`src/rtl/interrupt_acknowledge_sequencer.sv`:
```
// ---------------------------------------------------------------------------
// interrupt_acknowledge_sequencer
//
// CPU-side bus master placed directly upstream of an 8259A-style interrupt
// controller. It does one of two jobs at a time:
//   * Runs register write/read cycles (ICW/OCW programming, IRR/ISR/IMR
//     reads) for a synchronous host using a valid/ready command handshake.
//   * When the controller raises interrupt_to_cpu (and ack_enable=1), runs
//     the two-pulse 8086 INTA sequence and hands the captured vector byte to
//     the host via a valid/ready handshake.
// All strobes are registered, so the controller sees glitch-free pins.
//
// Parameters
//   PULSE_CYCLES  clocks each strobe (RD/WR/INTA) is held low   (1..15)
//   GAP_CYCLES    clocks all strobes are high between/after INTA (1..15)
//   SYNC_STAGES   flops synchronising interrupt_to_cpu           (2..3)
//
// Ports
//   clock, reset              rising-edge clock, synchronous active-high reset
//   interrupt_to_cpu          asynchronous INT from the controller
//   ack_enable                1 = service interrupts (CPU IF flag)
//   cmd_valid/cmd_ready       host command handshake
//   cmd_write/cmd_address     cycle type and A0
//   cmd_write_data            byte driven on write cycles
//   read_data_valid/read_data one-cycle pulse with the byte read
//   vector_valid/vector_ready vector handshake to the host
//   vector                    byte captured during the second INTA pulse
//   chip_select_n, read_enable_n, write_enable_n, address,
//   interrupt_acknowledge_n   controller bus pins
//   data_bus_out/data_bus_drive  byte and tristate enable toward the controller
//   data_bus_in               byte sampled from the controller's data bus
//   busy                      1 whenever the sequencer is not idle
// ---------------------------------------------------------------------------
module interrupt_acknowledge_sequencer #(
  parameter int unsigned PULSE_CYCLES = 2,
  parameter int unsigned GAP_CYCLES   = 1,
  parameter int unsigned SYNC_STAGES  = 2
) (
  input  logic       clock,
  input  logic       reset,
  input  logic       interrupt_to_cpu,
  input  logic       ack_enable,
  input  logic       cmd_valid,
  output logic       cmd_ready,
  input  logic       cmd_write,
  input  logic       cmd_address,
  input  logic [7:0] cmd_write_data,
  output logic       read_data_valid,
  output logic [7:0] read_data,
  output logic       vector_valid,
  input  logic       vector_ready,
  output logic [7:0] vector,
  output logic       chip_select_n,
  output logic       read_enable_n,
  output logic       write_enable_n,
  output logic       address,
  output logic       interrupt_acknowledge_n,
  output logic [7:0] data_bus_out,
  output logic       data_bus_drive,
  input  logic [7:0] data_bus_in,
  output logic       busy
);

  typedef enum logic [3:0] {
    S_IDLE,
    S_CMD_SETUP,
    S_CMD_STROBE,
    S_CMD_HOLD,
    S_ACK1,
    S_GAP1,
    S_ACK2,
    S_GAP2,
    S_VECTOR_OUT
  } state_t;

  // Counters hold "cycles remaining minus one", so a state ends when the
  // counter reads zero.
  localparam logic [3:0] PULSE_LOAD = 4'(PULSE_CYCLES - 1);
  localparam logic [3:0] GAP_LOAD   = 4'(GAP_CYCLES - 1);

  state_t                 r_state;
  logic [3:0]             r_count;
  logic [SYNC_STAGES-1:0] r_sync;
  logic                   r_is_write;

  logic       r_cmd_ready;
  logic       r_read_data_valid;
  logic [7:0] r_read_data;
  logic       r_vector_valid;
  logic [7:0] r_vector;
  logic       r_cs_n;
  logic       r_rd_n;
  logic       r_wr_n;
  logic       r_address;
  logic       r_inta_n;
  logic [7:0] r_data_bus_out;
  logic       r_data_bus_drive;
  logic       r_busy;

  logic w_int_sync;
  logic w_count_done;

  assign w_int_sync   = r_sync[SYNC_STAGES-1];
  assign w_count_done = (r_count == 4'd0);

  // Every output field is set on the edge that enters the state it belongs
  // to, so outputs always line up with the state they describe.
  always_ff @(posedge clock) begin
    if (reset) begin
      r_state           <= S_IDLE;
      r_count           <= 4'd0;
      r_sync            <= '0;
      r_is_write        <= 1'b0;
      r_cmd_ready       <= 1'b0;
      r_read_data_valid <= 1'b0;
      r_read_data       <= 8'h00;
      r_vector_valid    <= 1'b0;
      r_vector          <= 8'h00;
      r_cs_n            <= 1'b1;
      r_rd_n            <= 1'b1;
      r_wr_n            <= 1'b1;
      r_address         <= 1'b0;
      r_inta_n          <= 1'b1;
      r_data_bus_out    <= 8'h00;
      r_data_bus_drive  <= 1'b0;
      r_busy            <= 1'b0;
    end else begin
      // NOTE: non-blocking assignments keep every flop sampling the values
      // from before this edge, so the shift chain and state updates are
      // order-independent.
      r_sync            <= {r_sync[SYNC_STAGES-2:0], interrupt_to_cpu};
      r_read_data_valid <= 1'b0;

      case (r_state)
        S_IDLE: begin
          // A command accepted this cycle beats a pending interrupt.
          if (cmd_valid && r_cmd_ready) begin
            r_state          <= S_CMD_SETUP;
            r_cmd_ready      <= 1'b0;
            r_busy           <= 1'b1;
            r_cs_n           <= 1'b0;
            r_address        <= cmd_address;
            r_data_bus_out   <= cmd_write_data;
            r_data_bus_drive <= cmd_write;
            r_is_write       <= cmd_write;
          end else if (w_int_sync && ack_enable) begin
            r_state     <= S_ACK1;
            r_cmd_ready <= 1'b0;
            r_busy      <= 1'b1;
            r_inta_n    <= 1'b0;
            r_count     <= PULSE_LOAD;
          end else begin
            r_cmd_ready <= 1'b1;
          end
        end

        S_CMD_SETUP: begin
          r_state <= S_CMD_STROBE;
          r_count <= PULSE_LOAD;
          r_wr_n  <= ~r_is_write;
          r_rd_n  <= r_is_write;
        end

        S_CMD_STROBE: begin
          if (w_count_done) begin
            r_state <= S_CMD_HOLD;
            r_wr_n  <= 1'b1;
            r_rd_n  <= 1'b1;
            // Sampled at the end of the last strobe cycle, when the
            // controller's read data has had the whole pulse to settle.
            if (!r_is_write) begin
              r_read_data       <= data_bus_in;
              r_read_data_valid <= 1'b1;
            end
          end else begin
            r_count <= r_count - 4'd1;
          end
        end

        S_CMD_HOLD: begin
          r_state          <= S_IDLE;
          r_cs_n           <= 1'b1;
          r_data_bus_drive <= 1'b0;
          r_busy           <= 1'b0;
          r_cmd_ready      <= 1'b1;
        end

        S_ACK1: begin
          if (w_count_done) begin
            r_state  <= S_GAP1;
            r_inta_n <= 1'b1;
            r_count  <= GAP_LOAD;
          end else begin
            r_count <= r_count - 4'd1;
          end
        end

        S_GAP1: begin
          if (w_count_done) begin
            r_state  <= S_ACK2;
            r_inta_n <= 1'b0;
            r_count  <= PULSE_LOAD;
          end else begin
            r_count <= r_count - 4'd1;
          end
        end

        S_ACK2: begin
          if (w_count_done) begin
            r_state  <= S_GAP2;
            r_inta_n <= 1'b1;
            r_vector <= data_bus_in;
            r_count  <= GAP_LOAD;
          end else begin
            r_count <= r_count - 4'd1;
          end
        end

        S_GAP2: begin
          if (w_count_done) begin
            r_state        <= S_VECTOR_OUT;
            r_vector_valid <= 1'b1;
          end else begin
            r_count <= r_count - 4'd1;
          end
        end

        S_VECTOR_OUT: begin
          if (vector_ready) begin
            r_state        <= S_IDLE;
            r_vector_valid <= 1'b0;
            r_busy         <= 1'b0;
            r_cmd_ready    <= 1'b1;
          end
        end

        default: begin
          r_state <= S_IDLE;
        end
      endcase
    end
  end

  assign cmd_ready               = r_cmd_ready;
  assign read_data_valid         = r_read_data_valid;
  assign read_data               = r_read_data;
  assign vector_valid            = r_vector_valid;
  assign vector                  = r_vector;
  assign chip_select_n           = r_cs_n;
  assign read_enable_n           = r_rd_n;
  assign write_enable_n          = r_wr_n;
  assign address                 = r_address;
  assign interrupt_acknowledge_n = r_inta_n;
  assign data_bus_out            = r_data_bus_out;
  assign data_bus_drive          = r_data_bus_drive;
  assign busy                    = r_busy;

endmodule

```
`config.mk`:
```
export PLATFORM = sky130hd
export DESIGN_NAME = interrupt_acknowledge_sequencer
export DESIGN_NICKNAME = d
export VERILOG_FILES = /design/src/rtl/interrupt_acknowledge_sequencer.sv
export SDC_FILE = /design/constraint.sdc
export NUM_CORES = 1
export LEC_CHECK = 0
export BUFFER_PORTS_ARGS = -buffer_cell sky130_fd_sc_hd__buf_2
export CORE_MARGIN = 2
export CORE_UTILIZATION = 47
export CTS_BUF_LIST = sky130_fd_sc_hd__clkbuf_4 sky130_fd_sc_hd__clkbuf_8
export DETAILED_ROUTE_END_ITERATION = 16
export PLACE_DENSITY = 0.76
export SYNTH_ARGS = -nofsm -noshare
export SYNTH_HDL_FRONTEND = slang
export SYNTH_SLANG_ARGS = --single-unit
export TNS_END_PERCENT = 5
```
`constraint.sdc`:
```
create_clock -name clock -period 1.9 [get_ports clock]
set_input_delay 0.57 -clock clock [delete_from_list [all_inputs] [get_ports clock]]
set_output_delay 0.57 -clock clock [all_outputs]
set_load 0.02 [all_outputs]
```
=== Word level (Yosys, flattened, before mapping) ===
Cells that the tools add are included.

* Output and inout port bits: 34
* Register bits: 45
* Input bits: 24
* Word-level logic and storage cells: 101

* $add $sub $neg: 1
* Bitwise logic cells: 3
* Equal/unequal tests: 20
* Reduce and logical (&&, ||, !) cells: 24
* Mux-type cells: 36

{| class="wikitable"
|+ Operator list
! operator !! number
|-
| 4-bit two-way mux || 13
|-
| 4-bit case mux with 8 select lines || 1
|-
| 2-bit != test (second input constant) || 10
|-
| 4-bit case mux with 5 select lines || 1
|-
| 4-bit by 3-bit == test with 1-bit output (second input constant) || 4
|-
| 1-bit two-way mux || 13
|-
| 1-bit case mux with 2 select lines || 5
|-
| 2-bit AND reduction || 5
|-
| 1-bit case mux with 3 select lines || 3
|-
| 3-bit AND reduction || 3
|-
| 4-bit by 2-bit == test with 1-bit output (second input constant) || 2
|-
| 4-bit zero test || 2
|-
| 7-bit AND reduction || 1
|-
| 2-bit nonzero test || 3
|-
| 3-bit nonzero test || 2
|-
| 5-bit AND reduction || 1
|-
| 5-bit nonzero test || 1
|-
| 4-bit by 1-bit == test with 1-bit output (second input constant) || 1
|-
| 4-bit == test (second input constant) || 1
|-
| 4-bit AND reduction || 1
|-
| 2-bit OR reduction || 2
|-
| 4-bit by 1-bit subtractor with 4-bit output (second input constant) || 1
|-
| 3-bit != test (second input constant) || 1
|-
| 1-bit inverter || 3
|-
| 3 further kinds || 4
|}

=== Longest topological paths before layout ===
Gate-level depths: netlist of the first run.

* Depth in word-level cells: 4
* Mapped depth: 8
* Gate-level depth less buffers: 7

=== Worst setup path before layout of the first run ===
OpenSTA, ideal clock, no wires.

* Kind: register to register
* Start: register r_count[0]
* End: register r_count[1]
* Stages on the path, launching flop included: 8
* Setup slack: -0.040 ns
* Setup time: 0.070 ns
* Data arrival time: 1.870 ns
* Path buffers: 0
* Required time: 1.830 ns
* Period minus slack after synthesis: 1.940 ns
* Cells stage by stage: dfxtp_1 inv_1 ha_1 nor3b_2 maj3_2 a211o_1 or3_1 a21oi_1

* Cells in the longest elaborated chain, start to end: 3
* Elaborated cells between the ends (all ways): 8
* Those cells by class: add/sub: 1; eq/ne: 1; mux: 4; reduce/logical: 2

{| class="wikitable"
|+ Ends and longest elaborated chain
! item !! RTL line !! text
|-
| from (decl) || 82 || <nowiki>logic [3:0] r_count;</nowiki>
|-
| from (signal assigned) || 176 || <nowiki>r_count <= r_count - 4'd1;</nowiki>
|-
| from (signal assigned) || 194 || <nowiki>r_count <= r_count - 4'd1;</nowiki>
|-
| from (signal assigned) || 204 || <nowiki>r_count <= r_count - 4'd1;</nowiki>
|-
| 4-bit by 1-bit subtractor with 4-bit output or 4-bit zero test (tied branches) || n/a ||
|-
| 4-bit two-way mux (tied with other cells) || 165, 220 ||
|-
| 4-bit case mux with 5 select lines or 4-bit AND reduction (tied branches) || n/a ||
|}

Parallel ways exist; a longest one is shown, timed or not. The select of a mux whose other input is x is not followed.
A chain may end at the register's enable or synchronous reset.

=== Final worst setup path of the first run ===
Same ends and word-level chain as after synthesis.

==> impl_metrics.tcl, run 1 <==
set metrics [dict create \
    status "completed" \
    hold_path_class "reg2reg" \
    synthAdderAreaFrac 0.0193 \
    synth_warnings 0 \
    peakVddDrop_v 0.000589 \
    fin_skew_ns 0.00247 \
    maxSlewHeadroom 0.747 \
    die-area_um2 4530 \
    p_leak_nw 1.19 \
    cts_made_buffers 5 \
    wire_per_inst_um 12.7 \
    placedCellCount 333 \
    min_period_over_period 0.986 \
    yosysUniqueCellTypes 40 \
    drtAntennaViolNets 0 \
    cts.sinks 45 \
    io_buffers 57 \
    power_density_nw_per_um2 1470 \
    diodes 0 \
    tightestPinTransition_ns 0.378 \
    design.core.area_um2 3910 \
    setup.worst_path.start "r_count[0]" \
    grt_pass1_wl_mm 6.90 \
    hpwl_mm 3.19 \
    final_layout_size_suffix_gt1_frac 0.339 \
    netlist_area_um2 1880 \
    grt-ovfl-total 0 \
    final.fill_count 381 \
    max_stage_delay_ns 0.37 \
    drc 0 \
    synth_cells 219 \
    stdcell_count 342 \
    clockBufferDepth 2 \
    cp_num_buf_inv 1 \
    min_from "r_sync[0]" \
    clkLatencyLatePin_ns 0.29 \
    ios 58 \
    start_kind "flop" \
    path_cells "inv_1, ha_2, nor3b_4, maj3_2, a211o_1, or3_4, a21oi_2" \
    crit_slowest_cell "or3_4" \
    antenna_found_initial 0 \
    path_class "reg2reg" \
    htreeDepth 2 \
    synth_xor_area_frac 0.00465 \
    critPathArrivalTime_ns 2.10 \
    setup_viol 0 \
    die_width_um 67.3 \
    rsz0062_at_grt "yes" \
    vias 1813 \
    synth_compound_area_frac 0.152 \
    grt_use_total 0.204 \
    slew_violations 0 \
    max_freq_mhz 534 \
    hold_slack_ns 0.445 \
    routed_wl_mm 4.36 \
    synth-simple-area-share 0.226 \
    synth_top_family_by_area "simple AND/OR/NAND/NOR gates" \
    cts_tree "done" \
    num_rows 23 \
    grt_max_degree 19 \
    nNetsFinal 317 \
    crit_family "simple AND/OR/NAND/NOR gates" \
    yosysSeqAreaShare 0.478 \
    drt_iter0_drc 122 \
    synth.area.mux_share 0.0850 \
    ys_ff_latch 45 \
    preCtsSetupSlack_ns -0.0114 \
    layout_setup_ws_ns 0.0274 \
    clkTransAtPathRegs_ns 0.08 \
    final-seq-area_um2 903 \
    synth.avg_cell_area_um2 8.60 \
    cp.required_ns 2.13 \
    cts_root_buffer "clkbuf_8" \
    gp_congestion 0.975 \
    grt_pass1_vias 1614 \
    drv_cap 0 \
    reg2reg_from "r_count[0]" \
    critPathMaxFanout 2 \
    area_growth_pct 29.6 \
    multiInputGateArea_um2 936 \
    syn_nets 245 \
    via_per_inst 5.30 \
    start_util 0.481 \
    chipHeight_um 67.3 \
    first_pass_iters 4 \
    hold_violations 0 \
    end_kind "flop" \
    period_minus_slack_ns 1.87 \
]
==> worst reg2reg max path: cells and delay by family (launching register included) <==
family / cells / cell delay [ns]
compound gates: 2 / 0.42
fa+ha+maj: 2 / 0.49
buf+inv: 1 / 0.05
flops: 1 / 0.33
simple gates: 2 / 0.52
==> layout by cell type (no fill, tap or decap), types with 4 or more instances in the layout <==
| master | netlist | final |
|---|---|---|
| nor2_1 | 31 | 31 |
| buf_2 | 2 | 57 |
| nor2b_1 | 4 | 4 |
| dfxtp_1 | 45 | 43 |
| a21oi_1 | 19 | 18 |
| mux2i_1 | 16 | 16 |
| nor3_1 | 8 | 8 |
| nand2_1 | 32 | 32 |
| clkbuf_8 | 0 | 5 |
| buf_4 | 0 | 20 |
| o21ai_0 | 5 | 5 |
==> cell type report <==
| cell class | count | share of cell area |
|---|---|---|
| Clock inverter | 2 | 0.00410 |
| Clock buffer | 6 | 0.0313 |
| Sequential cell | 45 | 0.370 |
| Tap cell | 50 | 0.0256 |
| Timing Repair Buffer | 77 | 0.178 |
| Multi-Input combinational cell | 157 | 0.383 |
| Inverter | 5 | 0.00768 |
==> cell families after synthesis <==
family	count (synthesis)
AND/OR/NAND/NOR	93
AO/OA/AOI/OAI	44
XOR/XNOR	1
buffers and inverters	17
multiplexers	16
adder cells (fa/ha/maj)	3
flip-flops	45
==> layer usage <==
layer | GRT usage | vias up | share of wire
li1 | - | 913 | -
met1 | 0.246 | 836 | 0.45
met2 | 0.332 | 57 | 0.47
met3 | 0.0633 | 7 | 0.061
met4 | 0.0969 | 0 | 0.017
met5 | 0 | - | 0
==> stage by stage <==
stage	utilization	instance area, um^2	total power, mW	setup TNS, ns
finish	0.624	2440	3.59	0
global route	0.624	2440	3.85	-0.0348
CTS	0.621	2430	3.59	0
detailed placement	0.596	2330	2.99	-0.0114
global placement	0.596	2330	2.96	0
floorplan	-	1890	2.43	0
==> flip-flops by register name, summed over array words and instances, names as in the netlist <==
| name | cells |
|---|---|
| interrupt_acknowledge_n | 1 |
| read_data_valid | 1 |
| r_count | 4 |
| busy | 1 |
| r_sync | 2 |
| cmd_ready | 1 |
| chip_select_n | 1 |
| data_bus_drive | 1 |
| data_bus_out | 8 |
| read_data | 8 |
| r_state | 4 |
| write_enable_n | 1 |
| vector | 8 |
| read_enable_n | 1 |
| address | 1 |
| r_is_write | 1 |
| vector_valid | 1 |
==> report_power, final <==
group	internal, mW	switching (mW)
registers	1.13	0.159
clock network	0.269	0.307
logic	0.766	0.964
total	2.16	1.43
==> final timing paths <==
path	slack (ns)	cells past startpoint	end
setup / recovery	0.03	7	r_count[1]
hold / removal	0.45	1	r_sync[1]
setup reg to reg	0.03	7	r_count[1]
hold reg to reg	0.45	1	r_sync[1]
==> Yosys cell counts <==
cell type	number	area, um^2
nor3_1	8	40.0
o221ai_1	1	8.76
a21bo_2	1	10.0
nor4_1	1	6.26
a21oi_1	19	95.1
nand2_1	32	120
a211oi_1	3	22.5
o21ai_0	5	25.0
a221oi_1	1	8.76
inv_1	4	15.0
ha_1	2	25.0
maj3_2	1	11.3
nor2_1	31	116
or3_1	4	25.0
a211o_1	1	8.76
and3b_1	1	8.76
dfxtp_1	45	901
and2_1	1	6.26
a22oi_1	2	15.0
nand4b_1	1	8.76
or3b_2	1	8.76
nor2_2	1	6.26
nand3_1	3	15.0
nor3b_2	1	12.5
a311oi_1	1	8.76
a41oi_1	1	8.76
clkbuf_1	10	37.5
mux2i_1	16	160
o32a_1	1	10.0
xor2_1	1	8.76
nor2b_1	4	25.0
a31oi_1	3	18.8
nor3b_1	1	7.51
buf_2	2	10.0
o21ai_2	1	8.76
nand4_1	3	18.8
a2111oi_0	1	8.76
a221o_1	2	20.0
a31o_2	1	8.76
inv_2	1	3.75
==> timing repair <==
action,CTS,global route
hold buffers,0,0
pin swaps,0,3
endpoints found under the setup margin,1,2
setup buffers,1,0
gates resized for setup,2,5
No activity file was read; power rests on OpenSTA's default activity.
==> inputs of run 2 (changes only) <==
--- a/config.mk
+++ b/config.mk
@@ -7,10 +7,10 @@
 export LEC_CHECK = 0
 export BUFFER_PORTS_ARGS = -buffer_cell sky130_fd_sc_hd__buf_2
 export CORE_MARGIN = 2
-export CORE_UTILIZATION = 47
+export CORE_UTILIZATION = 52
 export CTS_BUF_LIST = sky130_fd_sc_hd__clkbuf_4 sky130_fd_sc_hd__clkbuf_8
 export DETAILED_ROUTE_END_ITERATION = 16
-export PLACE_DENSITY = 0.76
+export PLACE_DENSITY = 0.8
 export SYNTH_ARGS = -nofsm -noshare
 export SYNTH_HDL_FRONTEND = slang
 export SYNTH_SLANG_ARGS = --single-unit
==> constraint.sdc (replaced) <==
create_clock -name clock -period 2.13 [get_ports clock]
set_input_delay 0.639 -clock clock [delete_from_list [all_inputs] [get_ports clock]]
set_output_delay 0.639 -clock clock [all_outputs]
set_load 0.02 [all_outputs]
==> run 2 against run 1 <==
Compared with the run above:
- die area decreased by 9.1%
- via count decreased by 3.9%
- largest power group unchanged
- clock skew is 0.011 ns higher
==> impl_metrics.tcl, run 2 (same netlist as run 1, synthesis figures left out) <==
set metrics [dict create \
    maxSlewHeadroom 0.686 \
    end_kind "flop" \
    routed_wl_mm 4.13 \
    max_freq_mhz 498 \
    first_pass_iters 4 \
    grt-ovfl-total 0 \
    period_minus_slack_ns 2.01 \
    wire_per_inst_um 12.6 \
    fin_skew_ns 0.0135 \
    p_leak_nw 1.13 \
    crit_family "simple AND/OR/NAND/NOR gates" \
    grt_pass1_wl_mm 7.02 \
    grt_pass1_vias 1597 \
    num_rows 21 \
    hold_path_class "reg2reg" \
    status "completed" \
    drc 0 \
    max_stage_delay_ns 0.37 \
    min_period_over_period 0.944 \
    cts.sinks 45 \
    final_layout_size_suffix_gt1_frac 0.294 \
    cp_num_buf_inv 1 \
    p_switching_mw 1.22 \
    layout_commonest_cell "buf_2" \
    slew_violations 0 \
    final.fill_count 297 \
    diodes 0 \
    hold_violations 0 \
    htreeDepth 2 \
    vias 1743 \
    multiInputGateArea_um2 918 \
    grt_max_degree 27 \
    via_per_inst 5.31 \
    start_kind "flop" \
    pwr-share-seq 0.369 \
    p_int_mw 1.87 \
    hold_slack_ns 0.463 \
    gp_congestion 0.862 \
    die_width_um 64.2 \
    most-common-layout-cells "57 x buf_2, 45 x dfxtp_1, 32 x nand2_1, 31 x nor2_1, 19 x a21oi_1" \
    power_density_nw_per_um2 1320 \
    chipHeight_um 64.2 \
    cp.depth 7 \
    crit_slowest_cell "dfxtp_1" \
    clkLatencyLatePin_ns 0.34 \
    comb_power_share 0.453 \
    start_util 0.552 \
    antenna_found_initial 0 \
    clockBufferDepth 2 \
    peakVddDrop_v 0.000604 \
    area_growth_pct 24.4 \
    clkPwrFrac 0.178 \
    final-seq-area_um2 901 \
    clkTransAtPathRegs_ns 0.13 \
    path_class "reg2reg" \
    hpwl_mm 3.04 \
    critPathArrivalTime_ns 2.28 \
    drv_cap 0 \
    fin_tns_setup_ns 0 \
    sw_frac_of_total 0.394 \
    cts_made_buffers 5 \
    design.core.area_um2 3420 \
    critPathMaxFanout 7 \
    cp.required_ns 2.40 \
    ctsHoldBuffers 0 \
    tightestPinTransition_ns 0.471 \
    setup_viol 0 \
    cts_root_buffer "clkbuf_4" \
    die-area_um2 4120 \
    path_cells "inv_1, ha_1, nor3b_2, maj3_2, a211o_1, or3_1, a21oi_1" \
    cts_tree "done" \
    grt_use_total 0.214 \
    nNetsFinal 307 \
    io_buffers 57 \
    ff2ff_path_depth 7 \
    rsz0062_at_grt "no" \
    drtAntennaViolNets 0 \
    drt_iter0_drc 109 \
    ios 58 \
    hold_depth 2 \
]
run 2: cell types whose count changed in the layout (fill, tap and decap cells not counted), moves of 2 or more:
cell and change:
clkinv_2 -2, dfxtp_2 -2, buf_4 -10, dfxtp_1 +2, clkbuf_8 -4, clkbuf_4 +5
run 2: final cells by class:
cell class	instances	area share
clock inverters	1	0.0128
multi-input cells	157	0.392
inverters	5	0.00800
flip-flops and latches	45	0.384
well taps	46	0.0245
repair buffers	67	0.154
clock buffers	7	0.0251
run 2: per-stage QoR:
step / area (um^2) / worst slack [ns] / power, mW / cells / util
after floorplan: 1880 / 0.190 / 2.14 / 219 / -
after global placement: 2250 / 0.182 / 2.53 / 320 / 0.660
after detailed placement: 2250 / 0.147 / 2.55 / 320 / 0.660
after CTS: 2340 / 0.118 / 3.09 / 328 / 0.686
final: 2340 / 0.120 / 3.09 / 328 / 0.686
after global routing: 2340 / 0.0112 / 3.32 / 328 / 0.686
run 2: final timing paths:
kind              startpoint         endpoint  slack [ns]
max               r_count[0]       r_count[1]        0.12
min          data_bus_out[5]  data_bus_out[5]        0.46
max reg2reg       r_count[0]       r_count[1]        0.12
min reg2reg  data_bus_out[5]  data_bus_out[5]        0.46
run 2: timing repair:
| item | in CTS | in global routing |
|---|---|---|
| gates resized for setup | 0 | 1 |
| buffers inserted | 0 | 0 |
| setup endpoints to repair | 0 | 1 |
run 2: tightest hold or removal path, stage by stage, from the launching register on:
cell	delay [ns]
dfxtp_1	0.33
nand2_1	0.05
a21oi_1	0.05
run 2: routing by layer:
metal  up-vias  routed length (um)  track usage  part of all wire
met1       797                1960        0.287              0.47
met2        52                1900        0.340              0.46
li1        892                   -            -                 -
met4         0                  29       0.0559            0.0070
met3         2                 249       0.0581             0.060
met5         -                   0            0                 0
run 2: power by group through the flow:
stage | registers, mW | logic (mW) | clock network [mW]
floorplan | 1.24 | 0.900 | 0
global placement | 1.15 | 1.38 | 0
detailed placement | 1.16 | 1.39 | 0
CTS | 1.14 | 1.39 | 0.561
global route | 1.16 | 1.56 | 0.600
finish | 1.14 | 1.40 | 0.550
